===== src/rtl/decode_stage_hz.sv =====
// ID/EX stage: decode, write-through register file, load-use hazard
// detection and the E pipeline register with stall/flush/bubble control.
module decode_stage_hz #(
    parameter int XLEN  = 32,
    parameter int NREGS = 32,
    parameter int CNT_W = 16,
    localparam int AW   = $clog2(NREGS)
) (
    input  logic             clk,
    input  logic             rst,
    input  logic             ValidD,
    input  logic [31:0]      InstrD,
    input  logic [XLEN-1:0]  PCD,
    input  logic [XLEN-1:0]  PCPlus4D,
    input  logic             StallE,
    input  logic             FlushE,
    input  logic             RegWriteW,
    input  logic [AW-1:0]    RDW,
    input  logic [XLEN-1:0]  ResultW,
    output logic             HazardStall,
    output logic             ValidE,
    output logic             RegWriteE,
    output logic             ALUSrcE,
    output logic             MemWriteE,
    output logic             ResultSrcE,
    output logic             BranchE,
    output logic [2:0]       ALUControlE,
    output logic [XLEN-1:0]  RD1_E,
    output logic [XLEN-1:0]  RD2_E,
    output logic [XLEN-1:0]  Imm_Ext_E,
    output logic [XLEN-1:0]  PCE,
    output logic [XLEN-1:0]  PCPlus4E,
    output logic [AW-1:0]    RS1_E,
    output logic [AW-1:0]    RS2_E,
    output logic [AW-1:0]    RD_E,
    output logic [CNT_W-1:0] BubbleCount
);

    typedef struct packed {
        logic            valid;
        logic            reg_write;
        logic            alu_src;
        logic            mem_write;
        logic            result_src;
        logic            branch;
        logic [2:0]      alu_ctl;
        logic [XLEN-1:0] rd1;
        logic [XLEN-1:0] rd2;
        logic [XLEN-1:0] imm;
        logic [XLEN-1:0] pc;
        logic [XLEN-1:0] pc4;
        logic [AW-1:0]   rs1;
        logic [AW-1:0]   rs2;
        logic [AW-1:0]   rd;
    } ex_t;

    logic [XLEN-1:0]  rf_q [NREGS];
    ex_t              e_q, e_d, dec;
    logic [CNT_W-1:0] cnt_q, cnt_d;
    logic             cnt_inc;

    logic [6:0]  op;
    logic [2:0]  f3;
    logic [1:0]  imm_src, alu_op;
    logic [31:0] imm32;
    logic [AW-1:0] rs1_d, rs2_d, rd_d;

    assign op    = InstrD[6:0];
    assign f3    = InstrD[14:12];
    assign rs1_d = InstrD[15+:AW];
    assign rs2_d = InstrD[20+:AW];
    assign rd_d  = InstrD[7+:AW];

    always_comb begin
        dec = '0;
        imm_src = 2'b00;
        alu_op = 2'b00;
        unique case (op)
            7'b0000011: begin
                dec.reg_write  = 1'b1;
                dec.alu_src    = 1'b1;
                dec.result_src = 1'b1;
            end
            7'b0100011: begin
                dec.alu_src   = 1'b1;
                dec.mem_write = 1'b1;
                imm_src       = 2'b01;
            end
            7'b0110011: begin
                dec.reg_write = 1'b1;
                alu_op        = 2'b10;
            end
            7'b1100011: begin
                dec.branch = 1'b1;
                imm_src    = 2'b10;
                alu_op     = 2'b01;
            end
            default: ;
        endcase
        unique case (alu_op)
            2'b00: dec.alu_ctl = 3'b000;
            2'b01: dec.alu_ctl = 3'b001;
            default: begin
                case (f3)
                    3'b000:  dec.alu_ctl = (op[5] & InstrD[30]) ? 3'b001 : 3'b000;
                    3'b010:  dec.alu_ctl = 3'b101;
                    3'b110:  dec.alu_ctl = 3'b011;
                    3'b111:  dec.alu_ctl = 3'b010;
                    default: dec.alu_ctl = 3'b000;
                endcase
            end
        endcase
        unique case (imm_src)
            2'b01:   imm32 = {{20{InstrD[31]}}, InstrD[31:25], InstrD[11:7]};
            2'b10:   imm32 = {{20{InstrD[31]}}, InstrD[7], InstrD[30:25],
                              InstrD[11:8], 1'b0};
            default: imm32 = {{20{InstrD[31]}}, InstrD[31:20]};
        endcase
        dec.imm   = XLEN'($signed(imm32));
        dec.valid = 1'b1;
        dec.pc    = PCD;
        dec.pc4   = PCPlus4D;
        dec.rs1   = rs1_d;
        dec.rs2   = rs2_d;
        dec.rd    = rd_d;
        // Write-through lets D see a same-cycle writeback without a stall
        dec.rd1 = (rs1_d == '0) ? '0 :
                  (RegWriteW && RDW == rs1_d) ? ResultW : rf_q[rs1_d];
        dec.rd2 = (rs2_d == '0) ? '0 :
                  (RegWriteW && RDW == rs2_d) ? ResultW : rf_q[rs2_d];
    end

    assign HazardStall = e_q.valid & e_q.result_src & (e_q.rd != '0) &
                         ValidD & ((e_q.rd == rs1_d) | (e_q.rd == rs2_d)) &
                         ~FlushE;

    always_comb begin
        e_d = e_q;
        cnt_inc = 1'b0;
        priority case (1'b1)
            FlushE: begin
                e_d = '0;
                cnt_inc = 1'b1;
            end
            StallE: e_d = e_q;
            HazardStall: begin
                e_d = '0;
                cnt_inc = 1'b1;
            end
            !ValidD: e_d = '0;
            default: e_d = dec;
        endcase
        cnt_d = (cnt_inc && cnt_q != '1) ? cnt_q + 1'b1 : cnt_q;
    end

    always_ff @(posedge clk or negedge rst) begin
        if (!rst) begin
            for (int i = 0; i < NREGS; i++) rf_q[i] <= '0;
        end else if (RegWriteW && RDW != '0) begin
            rf_q[RDW] <= ResultW;
        end
    end

    always_ff @(posedge clk or negedge rst) begin
        if (!rst) begin
            e_q   <= '0;
            cnt_q <= '0;
        end else begin
            e_q   <= e_d;
            cnt_q <= cnt_d;
        end
    end

    assign ValidE      = e_q.valid;
    assign RegWriteE   = e_q.reg_write;
    assign ALUSrcE     = e_q.alu_src;
    assign MemWriteE   = e_q.mem_write;
    assign ResultSrcE  = e_q.result_src;
    assign BranchE     = e_q.branch;
    assign ALUControlE = e_q.alu_ctl;
    assign RD1_E       = e_q.rd1;
    assign RD2_E       = e_q.rd2;
    assign Imm_Ext_E   = e_q.imm;
    assign PCE         = e_q.pc;
    assign PCPlus4E    = e_q.pc4;
    assign RS1_E       = e_q.rs1;
    assign RS2_E       = e_q.rs2;
    assign RD_E        = e_q.rd;
    assign BubbleCount = cnt_q;

endmodule


===== config.mk =====
export PLATFORM = sky130hd
export DESIGN_NAME = decode_stage_hz
export DESIGN_NICKNAME = d
export VERILOG_FILES = /design/src/rtl/decode_stage_hz.sv
export SDC_FILE = /design/constraint.sdc
export NUM_CORES = 2
export LEC_CHECK = 0
export CAP_MARGIN = 20
export CORE_AREA = 2 2 311 344
export CTS_BUF_LIST = sky130_fd_sc_hd__clkbuf_4 sky130_fd_sc_hd__clkbuf_8 sky130_fd_sc_hd__clkbuf_16
export DETAILED_ROUTE_END_ITERATION = 10
export DIE_AREA = 0 0 313 346
export GPL_TIMING_DRIVEN = 0
export PLACE_DENSITY = 0.79
export SYNTH_ARGS = -nofsm -noshare
export SYNTH_HDL_FRONTEND = slang
export SYNTH_SLANG_ARGS = --single-unit

===== constraint.sdc =====
create_clock -name clk -period 2.8 [get_ports clk]
set_input_delay 0.56 -clock clk [delete_from_list [all_inputs] [get_ports clk]]
set_output_delay 0.56 -clock clk [all_outputs]
set_load 0.005 [all_outputs]

# == Word level (Yosys, flattened, before mapping) ==
# Index checks and enable logic that the tools add are counted.
# op_classes
addsub,1
order_cmp,4
eq_ne,16
mux,31
bitwise,11
reduce_logical,13
# op_table
op,count
1024-bit bitwise mux,1
184-bit 2-to-1 mux,4
32-bit binary-select mux with 5-bit select,2
32-bit 2-to-1 mux,9
32-bit demux with 5-bit select,1
12-bit one-hot mux with 2 select lines,1
5-bit equality test,4
6-bit >= comparator (second input constant),3
5-bit NOT with 6-bit output,3
16-bit by 1-bit adder with 16-bit output (second input constant),1
16-bit != test (second input constant),1
7-bit by 6-bit equality test with 1-bit output (second input constant),2
3-bit one-hot mux with 4 select lines,1
5-bit zero test,2
5-bit nonzero test,2
1-bit 2-to-1 mux,9
2-bit one-hot mux with 2 select lines,2
7-bit by 2-bit equality test with 1-bit output (second input constant),1
7-bit equality test (second input constant),1
1-bit AND,6
3-bit equality test (second input constant),2
6-bit by 1-bit < comparator with 1-bit output (second input constant),1
3-bit one-hot mux with 2 select lines,1
1-bit logical AND,5
9 further kinds,11
# word_totals
regBits,1224
input_bits,139
output_inout_bits,201
wordCells,124

# == Logic depth before layout (Yosys ltp) ==
# logic_depth
word_depth,10
depth_mapped,11
ltp_nobuf,8

# == Worst setup path after synthesis ==
# OpenSTA, ideal clock, no wires.
# synth_path
kind,input port to flip-flop
startpoint,input port InstrD[21]
endpoint,register e_q (netlist bit RD2_E[24])
setup_ps,126
arrival_ps,2417
required_ps,2674
path_slack_ps,257
stages,9
n_path_buf,3
cell_sequence,buf_4 -> buf_4 -> buf_2 -> mux4_2 -> mux2i_1 -> nor2_1 -> a211oi_1 -> a211oi_1 -> a221o_1
# synth_between
elab_chain_cells,10
elab_cells_between_ends,17
cone_classes,eq/ne: 2; mux: 9; bitwise: 4; reduce/logical: 2
# synth_lines
element,line_no,source
start: declaration,12,"input logic [31:0] InstrD,"
5-bit NOT with 6-bit output (implied by the code),130,(RegWriteW && RDW == rs2_d) ? ResultW : rf_q[rs2_d];
32-bit binary-select mux with 5-bit select,130,
32-bit 2-to-1 mux (implied by the code) (2 in series),130,
32-bit 2-to-1 mux,130,
32-bit 2-to-1 mux,129,dec.rd2 = (rs2_d == '0) ? '0 :
184-bit 2-to-1 mux,140,priority case (1'b1)
184-bit 2-to-1 mux (*) (3 in series),140,
end signal: assignment,166,e_q <= '0;
end signal: assignment,169,e_q <= e_d;
end: declaration,58,"ex_t e_q, e_d, dec;"
# Mark *: on every way between the ends. The rest lies on a longest branch, timed or not. The select of a mux whose other input is x is not followed.
# A chain may end at the register's enable or synchronous reset.

# == Worst setup path in the final report ==
# layout_path
startpoint,input port InstrD[24]
endpoint,register e_q (netlist bit RD2_E[15])
# Same word-level chain as after synthesis.

==> flow_summary.json <==
{
  "cts.sinks": 1205,
  "leakage_nw": 31.5,
  "root_buffer": "clkbuf_16",
  "clk_pin_slew_ns": 0.07,
  "r2r-end": "RD2_E[12]$_DFFE_PN0P_",
  "final_cells": 6349,
  "relSlewSlack_pct": 20.6,
  "grt.overflow.total": 0,
  "synth_area_leaders": "dfrtp_1, mux2_2, mux4_2",
  "synth_largest_area_cell": "dfrtp_1",
  "hold_viol_final": 14,
  "chipWidth_um": 313,
  "netlist_top_cells_count": "dfrtp_1, mux2_2, mux4_2",
  "insertion_delay_ns": 0.73,
  "crit_type": "in -> reg",
  "synth_edf_count": 0,
  "tritoncts": "yes",
  "grt_pass1_wl_um": 314000,
  "path_max_fanout": 10,
  "drc_errors": 0,
  "track_usage_pct": 40.7,
  "synth-seq-cells": 1205,
  "dp_hpwl_um": 165000,
  "ant_nets": 0,
  "dp_slack_ns": -1.93,
  "num_io_pins": 340,
  "postLayoutCellArea_mm2": 0.0728,
  "worstHoldPathType": "in -> async",
  "dieArea_mm2": 0.108,
  "clockBufferDepth": 3,
  "nFillCells": 7124,
  "final-setup-viol-count": 58,
  "nets": 4986,
  "via_per_inst": 7.01,
  "clock_skew_ns": 0.0246,
  "slew_viol_final": 0,
  "coreArea_mm2": 0.105,
  "min_period_over_period_pct": 106,
  "h-tree-depth": 3,
  "critPathLaunchType": "input pin",
  "synthesis.nets": 4509,
  "end_kind": "flop",
  "hold_slack_ns": -0.0195,
  "r2r-start": "RD_E[0]$_DFFE_PN0P_",
  "worst_slack_ns": -0.176,
  "tns_ns": -3.48,
  "ys_seq_area_share_pct": 48.4,
  "yosysMostFrequentCell": "dfrtp_1",
  "synth_top_flop_cell": "dfrtp_1",
  "wl_per_cell_um": 34.8,
  "cp.required_ns": 3.40,
  "yosysTopAreaCellShare_pct": 48.4,
  "cp.arrival_ns": 3.58,
  "synthArstFlopShare_pct": 100,
  "cts_buffers": 117,
  "grt_max_degree": 184,
  "area_growth_syn_to_layout_pct": 16.7,
  "r2r_slack_ns": 0.04,
  "die_height_um": 346,
  "gp_congestion": 1.08,
  "syn_inst": 4367,
  "rows": 125,
  "area.sequential_mm2": 0.0302,
  "first_pass_iters": 6,
  "drive_above_1_share_pct": 40.1,
  "fin_crit_ns": 2.98,
  "r2r_cells": 8,
  "status": "finished with violations",
  "worst_pin_slew_ns": 1.19,
  "num_vias": 44500,
  "port_buffers": 324,
  "irDropWorstVdd_mv": 0.674,
  "fmax_mhz": 336,
  "cap_violations": 0,
  "detail_route.wirelength_um": 221000,
  "placed_cell_area_mm2": 0.0677,
  "dr.first_iter.drc_count": 6044,
  "power_density_mw_per_mm2": 703,
  "multi_input_area_mm2": 0.0302,
  "synth_cell_types": 49,
  "yosysWarnings": 0,
  "rsz0062_at_grt": "true",
  "grt_pass1_vias": 44400,
  "dp_cells": 6103,
  "failed_checks": "negative hold slack, negative setup slack",
  "grt_antenna_before_repair": 7,
  "syn_avg_cell_area_um2": 14.3,
  "start_util_pct": 59.4,
  "synth_area_mm2": 0.0623
}
[sequential cells by signal, summed over array words and instances (netlist names), 3 cells and up]
name         flops
ALUControlE      3
PCE             32
RD2_E           32
Imm_Ext_E       13
RS2_E            5
PCPlus4E        32
RD_E             5
BubbleCount     16
RD1_E           32
RS1_E            5
rf_q          1024
[worst max-delay path by stage]
stage,from,endpoint,slack (ns),cells past startpoint
floorplan,InstrD[21],RD2_E[24]$_DFFE_PN0P_,0.26,9
global placement,rst,rf_q[808]$_DFFE_PN0P_,-52.71,1
detailed placement,InstrD[22],RD2_E[15]$_DFFE_PN0P_,-1.93,10
CTS,InstrD[22],RD2_E[14]$_DFFE_PN0P_,0.001,9
global route,InstrD[17],RD1_E[10]$_DFFE_PN0P_,-0.008,10
finish,InstrD[24],RD2_E[15]$_DFFE_PN0P_,-0.18,7
[final cells by class]
class | count | share of cell area, %
inverters | 4 | 0.0206
clock inverters | 58 | 1.21
multi-input cells | 2653 | 41.5
well taps | 1397 | 2.40
flip-flops and latches | 1205 | 41.4
repair buffers | 360 | 5.30
diodes | 8 | 0.0275
plain buffers | 503 | 3.33
clock buffers | 161 | 4.76
[placed cells by master (no fill, tap or decap), types with 16 or more instances in the layout]
master           instances
a211oi_1                63
a211oi_2                26
a21oi_1                 85
a221o_1                 64
a22o_1                  95
a22oi_1                 76
a311oi_1                36
buf_1                   54
buf_2                   66
buf_4                   58
buf_6                   16
bufinv_16               20
clkbuf_1               256
clkbuf_16              120
clkbuf_2                42
clkbuf_4                33
clkbuf_8                27
clkdlybuf4s50_1        321
clkinv_2                17
dfrtp_1               1202
mux2_1                  29
mux2_2                1052
mux2i_1                176
mux4_2                 436
nand2_1                144
nand2b_1               105
nand3_1                 52
nor2_1                  48
o21ai_0                 34
o21ai_1                 19
xnor2_1                 24
[kinds of logic after synthesis]
logic type	share of synthesized area [%]
simple gates	3.22
fa+ha+maj	0.0602
mux	38.1
buf+inv	3.57
xor+xnor	0.492
flops	48.4
compound gates	6.16
[power breakdown]
part	leakage (nW)	internal (mW)	switching [mW]	total, mW
registers	15.6	20.4	2.41	22.8
clock network	2.14	10.5	7.28	17.8
logic	13.7	5.81	4.75	10.6
[per-layer routing]
metal  global-route usage (%)  part of all wire (%)  up-vias
met1                     52.9                    36    23300
met5                        0                0.0059        -
met2                     61.5                    45     2931
li1                         -                     -    17600
met3                     11.5                    11      660
met4                     24.1                   6.9        2
[worst max-delay path: stages]
cell and delay (ns):
clkbuf_2 0.45, clkbuf_1 0.75, buf_1 0.75, nand3_1 0.33, o21ai_0 0.21, a211oi_2 0.19, a221o_1 0.32
[timing repair]
action | CTS | global route
endpoints found under the hold margin | 26 | 35
setup buffers | 9 | 2
gates cloned | 1 | 0
resized for setup | 148 | 61
endpoints found under the setup margin | 446 | 63
hold buffers | 4 | 4
pin swaps | 5 | 7
[metrics by stage]
stage | utilization, % | total power, mW | hold WS (ns)
finish | 69.3 | 51.1 | -0.0195
global route | 69.3 | 52.6 | 0.0356
global placement | 64.2 | 32.4 | 0.452
CTS | 69.1 | 50.7 | -0.0824
floorplan | - | 29.1 | 0.264
detailed placement | 64.5 | 33.0 | 0.391
No activity file was read; power rests on OpenSTA's default activity.
